<file path="src/rtl/memory_loader.sv">
// Byte-stream to BRAM loader: frames a little-endian word count plus payload words into consecutive BRAM writes.
// Optional trailing checksum byte enabled by defining MEMORY_LOADER_CHECKSUM_EN.
module memory_loader #(
   parameter logic [31:0] BASE_ADDR = 32'h0000_0000,
   parameter logic [31:0] MAX_WORDS = 32'd16384
) (
   input  logic        CLK,
   input  logic        RSTN,
   input  logic        start,
   input  logic [7:0]  in_data,
   input  logic        in_valid,
   output logic        in_ready,
   output logic        bram_en,
   output logic [3:0]  bram_we,
   output logic [31:0] bram_addr,
   output logic [31:0] bram_din,
   output logic        busy,
   output logic        done,
   output logic        error,
   output logic [31:0] loaded_words
);

`ifdef MEMORY_LOADER_CHECKSUM_EN
   typedef enum logic [2:0] {IDLE, HDR, DATA, CHK, DONE} state_t;
   localparam state_t AFTER_PAYLOAD = CHK;
`else
   typedef enum logic [2:0] {IDLE, HDR, DATA, DONE} state_t;
   localparam state_t AFTER_PAYLOAD = DONE;
`endif

   state_t state, next_state;

   logic [1:0]  byte_cnt;
   logic [23:0] asm_reg;
   logic [31:0] word_total;
   logic [31:0] word;
   logic        accept;
   logic        last_lane;
   logic        last_word;

`ifdef MEMORY_LOADER_CHECKSUM_EN
   logic [7:0]  sum;
`endif

   // The fourth byte of a word is never stored; it is merged straight into the write data.
   assign word      = {in_data, asm_reg};
   assign accept    = in_ready & in_valid;
   assign last_lane = (byte_cnt == 2'd3);
   assign last_word = ((loaded_words + 32'd1) == word_total);

   assign bram_en  = 1'b1;
   assign done     = (state == DONE);
`ifdef MEMORY_LOADER_CHECKSUM_EN
   assign in_ready = (state == HDR) || (state == DATA) || (state == CHK);
`else
   assign in_ready = (state == HDR) || (state == DATA);
`endif
   assign busy     = in_ready;

   always_ff @(posedge CLK or negedge RSTN) begin
      if (!RSTN) begin
         state <= IDLE;
      end else begin
         state <= next_state;
      end
   end

   always_comb begin
      next_state = state;
      case (state)
         IDLE: begin
            if (start) begin
               next_state = HDR;
            end
         end
         HDR: begin
            if (accept && last_lane) begin
               if (word > MAX_WORDS) begin
                  next_state = DONE;
               end else if (word == 32'd0) begin
                  next_state = AFTER_PAYLOAD;
               end else begin
                  next_state = DATA;
               end
            end
         end
         DATA: begin
            if (accept && last_lane && last_word) begin
               next_state = AFTER_PAYLOAD;
            end
         end
`ifdef MEMORY_LOADER_CHECKSUM_EN
         CHK: begin
            if (accept) begin
               next_state = DONE;
            end
         end
`endif
         DONE: begin
            next_state = IDLE;
         end
         default: begin
            next_state = IDLE;
         end
      endcase
   end

   always_ff @(posedge CLK or negedge RSTN) begin
      if (!RSTN) begin
         byte_cnt     <= 2'd0;
         asm_reg      <= 24'd0;
         word_total   <= 32'd0;
         bram_we      <= 4'h0;
         bram_addr    <= 32'd0;
         bram_din     <= 32'd0;
         error        <= 1'b0;
         loaded_words <= 32'd0;
`ifdef MEMORY_LOADER_CHECKSUM_EN
         sum          <= 8'd0;
`endif
      end else begin
         bram_we <= 4'h0;
         case (state)
            IDLE: begin
               if (start) begin
                  error        <= 1'b0;
                  loaded_words <= 32'd0;
                  byte_cnt     <= 2'd0;
                  asm_reg      <= 24'd0;
`ifdef MEMORY_LOADER_CHECKSUM_EN
                  sum          <= 8'd0;
`endif
               end
            end
            HDR: begin
               if (accept) begin
                  byte_cnt <= byte_cnt + 2'd1;
                  if (last_lane) begin
                     word_total <= word;
                     if (word > MAX_WORDS) begin
                        error <= 1'b1;
                     end
                  end else begin
                     asm_reg <= {in_data, asm_reg[23:8]};
                  end
               end
            end
            DATA: begin
               if (accept) begin
                  byte_cnt <= byte_cnt + 2'd1;
`ifdef MEMORY_LOADER_CHECKSUM_EN
                  sum      <= sum + in_data;
`endif
                  if (last_lane) begin
                     bram_we      <= 4'hF;
                     bram_din     <= word;
                     bram_addr    <= BASE_ADDR + {loaded_words[29:0], 2'b00};
                     loaded_words <= loaded_words + 32'd1;
                  end else begin
                     asm_reg <= {in_data, asm_reg[23:8]};
                  end
               end
            end
`ifdef MEMORY_LOADER_CHECKSUM_EN
            CHK: begin
               if (accept && (in_data != sum)) begin
                  error <= 1'b1;
               end
            end
`endif
            default: begin
            end
         endcase
      end
   end

endmodule

</file>
<file path="config.mk">
export PLATFORM = sky130hd
export DESIGN_NAME = memory_loader
export DESIGN_NICKNAME = d
export VERILOG_FILES = /design/src/rtl/memory_loader.sv
export SDC_FILE = /design/constraint.sdc
export NUM_CORES = 1
export LEC_CHECK = 0
export CORE_MARGIN = 3
export CORE_UTILIZATION = 35
export CTS_BUF_LIST = sky130_fd_sc_hd__clkbuf_8
export DETAILED_ROUTE_END_ITERATION = 16
export DONT_BUFFER_PORTS = 1
export HOLD_SLACK_MARGIN = 0.06
export PLACE_DENSITY = 0.51
export SYNTH_ARGS = -nofsm -noshare
export SYNTH_HDL_FRONTEND = slang
export SYNTH_SLANG_ARGS = --single-unit
</file>
<file path="constraint.sdc">
create_clock -name CLK -period 3.01 [get_ports CLK]
set_input_delay 0.602 -clock CLK [delete_from_list [all_inputs] [get_ports CLK]]
set_output_delay 0.602 -clock CLK [all_outputs]
set_load 0.005 [all_outputs]
</file>
==> results of run 1 <==
-- stage by stage --
step           cells  instance area [µm²]
2_1_floorplan    829                 7640
3_3_place_gp    1115                 8230
3_5_place_dp    1115                 8230
4_1_cts         1153                 8680
5_1_grt         1154                 8780
6_report        1154                 8780
-- repair_timing --
action	CTS	global route
endpoints found under the setup margin	2	2
pin swaps	6	10
gates resized for setup	1	21
hold endpoints to repair	156	156
cloned	0	0
setup buffers	6	1
-- per-layer routing --
| layer | up-vias | track usage | routed length (µm) |
|---|---|---|---|
| met5 | - | 0 | 0 |
| met4 | 0 | 0.0450 | 277 |
| met3 | 25 | 0.0416 | 1280 |
| met2 | 159 | 0.286 | 9820 |
| met1 | 2859 | 0.258 | 9930 |
| li1 | 2869 | - | - |
-- cell families (layout without fill, tap and decap cells) --
family	count (synthesis)	count (layout)	synth area share
AOI/OAI and AO/OA	130	130	0.101
xor gates and xnor gates	48	48	0.0553
adders and majority gates	7	7	0.0115
buffers and inverters	65	115	0.0401
DFF	156	156	0.513
muxes	38	38	0.0556
other	2	3	0.000988
and+or+nand+nor	382	382	0.222
-- how the worst min path moves through the flow --
stage | slack [ns] | end | cells after the start | from
finish | -0.17 | bram_din[8] | 0 | RSTN
detailed placement | 0.31 | bram_din[2] | 0 | RSTN
global route | -0.21 | bram_din[8] | 0 | RSTN
floorplan | 0.31 | asm_reg[0] | 0 | RSTN
CTS | -0.20 | bram_din[2] | 0 | RSTN
global placement | 0.31 | bram_din[2] | 0 | RSTN
-- area by class of cell --
type	instances	area share
inverter	9	0.00385
clock buffer	19	0.0298
tap	275	0.0392
clock inverter	13	0.0160
sequential	156	0.445
multi-input combinational	608	0.402
timing repair buffer	74	0.0647
-- synth_stat cells (all sizes together) --
| cell | n |
|---|---|
| nor3 | 11 |
| buf | 20 |
| a22o | 2 |
| a21oi | 13 |
| o211ai | 2 |
| o31ai | 14 |
| clkbuf | 36 |
| ha | 7 |
| a2111oi | 1 |
| mux2i | 4 |
| a22oi | 1 |
| nor4 | 13 |
| inv | 9 |
| and2 | 5 |
| a211oi | 2 |
| conb | 2 |
| or3 | 3 |
| nand4b | 1 |
| xor2 | 18 |
| nor2 | 28 |
| o21a | 1 |
| and4 | 4 |
| o31a | 1 |
| nand4 | 9 |
| nand2b | 2 |
| a41oi | 1 |
| a21o | 1 |
| o21ai | 76 |
| and3 | 8 |
| nand2 | 267 |
| nor3b | 2 |
| nor2b | 1 |
| or2 | 2 |
| nand3 | 20 |
| nand3b | 1 |
| a31oi | 7 |
| or4 | 5 |
| dfrtp | 156 |
| a211o | 1 |
| o41ai | 7 |
| mux2 | 34 |
| xnor2 | 30 |
-- power by group --
part | switching, W | leakage, nW | internal [W]
clock network | 0.000849 | 0.206 | 0.000786
registers | 0.000477 | 2.14 | 0.00251
logic | 0.000997 | 1.94 | 0.000736
total | 0.00232 | 4.28 | 0.00403
==> results.yml, run 1 <==
detailed_routing:
  drcViolationCount: 0
  firstDrtPassIters: 5
  dr.first_iter.drc_count: 440
  routed_wl_um: 21300
  vias: 5912
  antenna_left: 0
  avgRoutedWirePerCell_um: 18.5
  vias_per_cell: 5.12
sta:
  timing.hold.ws_ns: -0.166
  fmax_ghz: 0.342
  fin_ws_ns: 0.0866
  fin_tns_setup_ns: 0
  period_needed_ns: 2.92
  final.setup_skew_ns: 0.0129
  drv_slew: 0
  timing.final.crit_share: 0.971
  hold_violations: 156
  finalSetupViolCount: 0
  rsz0062_at_grt: "false"
finish:
  final_common_cell: "nand2_1"
  insertedDiodeCount: 0
  top_regs: "bram_din (32), loaded_words (32), word_total (32)"
  layout.nets: 885
  fillerInstances: 2132
  mostFrequentLayoutCells: "nand2_1 (265), dfrtp_1 (151), o21ai_0 (74)"
  areaGrowthSynthToFinish_pct: 15.5
  regArea_um2: 3910
  multi_input_area_um2: 3530
  drive_above_1_share: 0.193
  fin_util: 0.415
synthesis:
  synthCells: 828
  syn_area_um2: 7600
  avgSynthCellArea_um2: 9.18
  synth_cell_type_count: 54
  yosys_register_bits: 156
  synth_warnings: 0
  synthTopCellsByArea: "dfrtp_1 (51%), nand2_1 (13%), o21ai_0 (4.9%), mux2_2 (4.7%), xnor2_1 (3.5%)"
  synth_top_cell_by_area: "dfrtp_1"
  synth-seq-area-share: 0.513
  synth_top_area_share: 0.513
floorplanning:
  start_util: 0.359
  coreArea_um2: 21200
  std_cell_rows: 53
  die_h_um: 153
  die_w_um: 153
  io_pins: 117
  die_area_um2: 23500
worst_setup_path:
  crit_path_end: "state[0]"
  path_buf_inv: 0
  crit_start: "loaded_words[15]"
  cp.arrival_ns: 3.26
  critical_path_class: "reg -> reg"
  start_kind: "register"
  max_stage_delay_ns: 0.54
  rr_endpoint: "state[0]"
  critical_path_required_ns: 3.35
  cp_top_family: "simple AND/OR/NAND/NOR gates"
  worstSetupPathDepth: 8
  r2r_setup_slack_ns: 0.09
  critPathCaptureType: "register"
  r2r_cells: 8
  cpMostUsedCell: "or4_4"
  slowest_stage: "or4_4"
  r2r-start: "loaded_words[15]"
  path_cells: "nand3_4, or4_4, or4_4, or3_1, o21ai_1, nand4_1, o41ai_4, mux2_4"
  cp_max_fo: 2
power:
  power-per-cell-area_nw_per_um2: 724
  p_leak_nw: 4.28
  power.total_w: 0.00636
  max-vdd-ir-drop_mv: 0.415
cts:
  cts_tree: "yes"
  clkSinkCount: 156
  numCtsBuffers: 17
  cts_buffer_depth: 2
  cts-root-buf: "clkbuf_8"
  htreeDepth: 4
  path_clk_slew_ns: 0.09
  clk_latency_ns: 0.46
place:
  hpwl_um: 14800
  post-place-ws_ns: -0.0626
  finalWeightedCongestion: 0.833
  portBuffers: 0
job:
  cap_violations: 0
hold_path:
  hp-class: "in -> async"
global_routing:
  grt_pass1_wl_um: 34000
  first_global_vias: 5911
  grt-ovfl-total: 0
  grt_max_degree: 157
  antenna_found_initial: 0
  track_usage: 0.182
outcome:
  status: "finished, violations left"
  violations: "hold timing"
Power figures use the tool's default switching activity.
==> run 2, diff against run 1 <==
--- a/config.mk
+++ b/config.mk
@@ -6,12 +6,12 @@
 export NUM_CORES = 1
 export LEC_CHECK = 0
 export CORE_MARGIN = 3
-export CORE_UTILIZATION = 35
+export CORE_UTILIZATION = 29
 export CTS_BUF_LIST = sky130_fd_sc_hd__clkbuf_8
 export DETAILED_ROUTE_END_ITERATION = 16
 export DONT_BUFFER_PORTS = 1
 export HOLD_SLACK_MARGIN = 0.06
-export PLACE_DENSITY = 0.51
+export PLACE_DENSITY = 0.44
 export SYNTH_ARGS = -nofsm -noshare
 export SYNTH_HDL_FRONTEND = slang
 export SYNTH_SLANG_ARGS = --single-unit
==> run 2 against run 1 <==
  * The run ends with hold timing, setup timing left
  * Final cell count increased by 4.6%
  * Largest cell class unchanged
  * Register-to-register slack got worse by 0.14 ns
  * Cell area decreased by 0.43%
==> results.yml, run 2 (synthesis gave the netlist of run 1 again) <==
sta:
  rsz0062_at_grt: "true"
  finalSetupViolCount: 2
  final.setup_skew_ns: 0.0220
  drv_slew: 0
  timing.hold.ws_ns: -0.180
  slew_headroom: 0.257
  fin_ws_ns: -0.0543
  period_needed_ns: 3.06
  worst_pin_slew_ns: 1.11
  hold_violations: 156
  fmax_ghz: 0.326
  timing.final.crit_share: 1.02
worst_setup_path:
  critPathCaptureType: "register"
  r2r_cells: 8
  r2r_setup_slack_ns: -0.05
  cp_max_fo: 3
  worstSetupPathDepth: 8
  path_buf_inv: 0
  slowest_stage: "or4_4"
  cp_top_family: "simple AND/OR/NAND/NOR gates"
  cp.arrival_ns: 3.40
  cpMostUsedCell: "or4_4"
  max_stage_delay_ns: 0.55
  start_kind: "register"
  path_cells: "nand3_4, or4_4, or4_4, or3_1, o21ai_2, nand4_1, o41ai_2, mux2_1"
  critical_path_class: "reg -> reg"
  critical_path_required_ns: 3.34
floorplanning:
  std_cell_rows: 58
  die_area_um2: 28200
  coreArea_um2: 25500
  start_util: 0.299
  die_w_um: 168
  io_pins: 117
  die_h_um: 168
finish:
  insertedDiodeCount: 0
  fillerInstances: 2613
  regArea_um2: 3910
  mostFrequentLayoutCells: "nand2_1 (265), dfrtp_1 (153), o21ai_0 (75)"
  final_common_cell: "nand2_1"
  layout.cells.non_filler: 1207
  fin_util: 0.343
  top_regs: "bram_din (32), loaded_words (32), word_total (32)"
  areaGrowthSynthToFinish_pct: 15.0
  layout.nets: 883
  drive_above_1_share: 0.178
  multi_input_area_um2: 3450
power:
  max-vdd-ir-drop_mv: 0.291
  power-per-cell-area_nw_per_um2: 725
  power.total_w: 0.00634
  p_leak_nw: 4.22
cts:
  path_clk_slew_ns: 0.11
  numCtsBuffers: 17
  clk_latency_ns: 0.47
  htreeDepth: 4
  cts_buffer_depth: 2
  cts_tree: "yes"
  cts-root-buf: "clkbuf_8"
  clkSinkCount: 156
detailed_routing:
  vias: 5932
  dr.first_iter.drc_count: 356
  avgRoutedWirePerCell_um: 18.7
  drcViolationCount: 0
  firstDrtPassIters: 5
  vias_per_cell: 4.91
  routed_wl_um: 22600
  antenna_left: 0
place:
  post-place-ws_ns: -0.0523
  placed_cells_incl_taps: 1173
  finalWeightedCongestion: 0.823
  hpwl_um: 15500
  portBuffers: 0
global_routing:
  first_global_vias: 6067
  grt-ovfl-total: 0
  grt_max_degree: 157
  grt_pass1_wl_um: 35800
  track_usage: 0.161
  antenna_found_initial: 0
outcome:
  violations: "hold timing, setup timing"
  status: "finished, violations left"
hold_path:
  hp-class: "in -> async"
job:
  cap_violations: 0
## run 2: metrics by stage
stage	area, µm²	TNS (ns)
floorplan	7640	0
global placement	8310	0
detailed placement	8310	-0.104
CTS	8720	-0.102
global route	8750	-0.240
finish	8750	-0.0884
## run 2: area by class of cell
class | instances | share of cell area
Tap cell | 330 | 0.0472
Inverter | 9 | 0.00386
Sequential cell | 156 | 0.447
Timing Repair Buffer | 72 | 0.0618
Clock inverter | 14 | 0.0176
Multi-Input combinational cell | 608 | 0.395
Clock buffer | 18 | 0.0283
## run 2: final timing paths
path                                 start               end
max reg2reg                loaded_words[9]          state[0]
min in group CLK                in_data[7]      bram_din[31]
min                                   RSTN       bram_din[4]
min reg2reg                  bram_addr[16]     bram_addr[16]
max in group asynchronous             RSTN  loaded_words[18]
max                        loaded_words[9]          state[0]
## run 2: per-layer routing
metal	global-route usage	wire [µm]
met5	0	0
met1	0.228	11100
met3	0.0340	1120
met2	0.252	10100
met4	0.0430	228
## run 2: where the power goes
part / switching, W / total (W) / internal, W / leakage, nW
Sequential: 0.000486 / 0.00300 / 0.00251 / 2.14
Clock: 0.000957 / 0.00167 / 0.000713 / 0.202
Combinational: 0.000987 / 0.00167 / 0.000684 / 1.88
Total: 0.00243 / 0.00634 / 0.00391 / 4.22
## run 2: what timing repair did
action | CTS | global route
buffers inserted | 1 | 1
resized for setup | 0 | 4
pin swaps | 1 | 6
endpoints found under the setup margin | 2 | 2
endpoints found under the hold margin | 156 | 156
gates cloned | 0 | 0
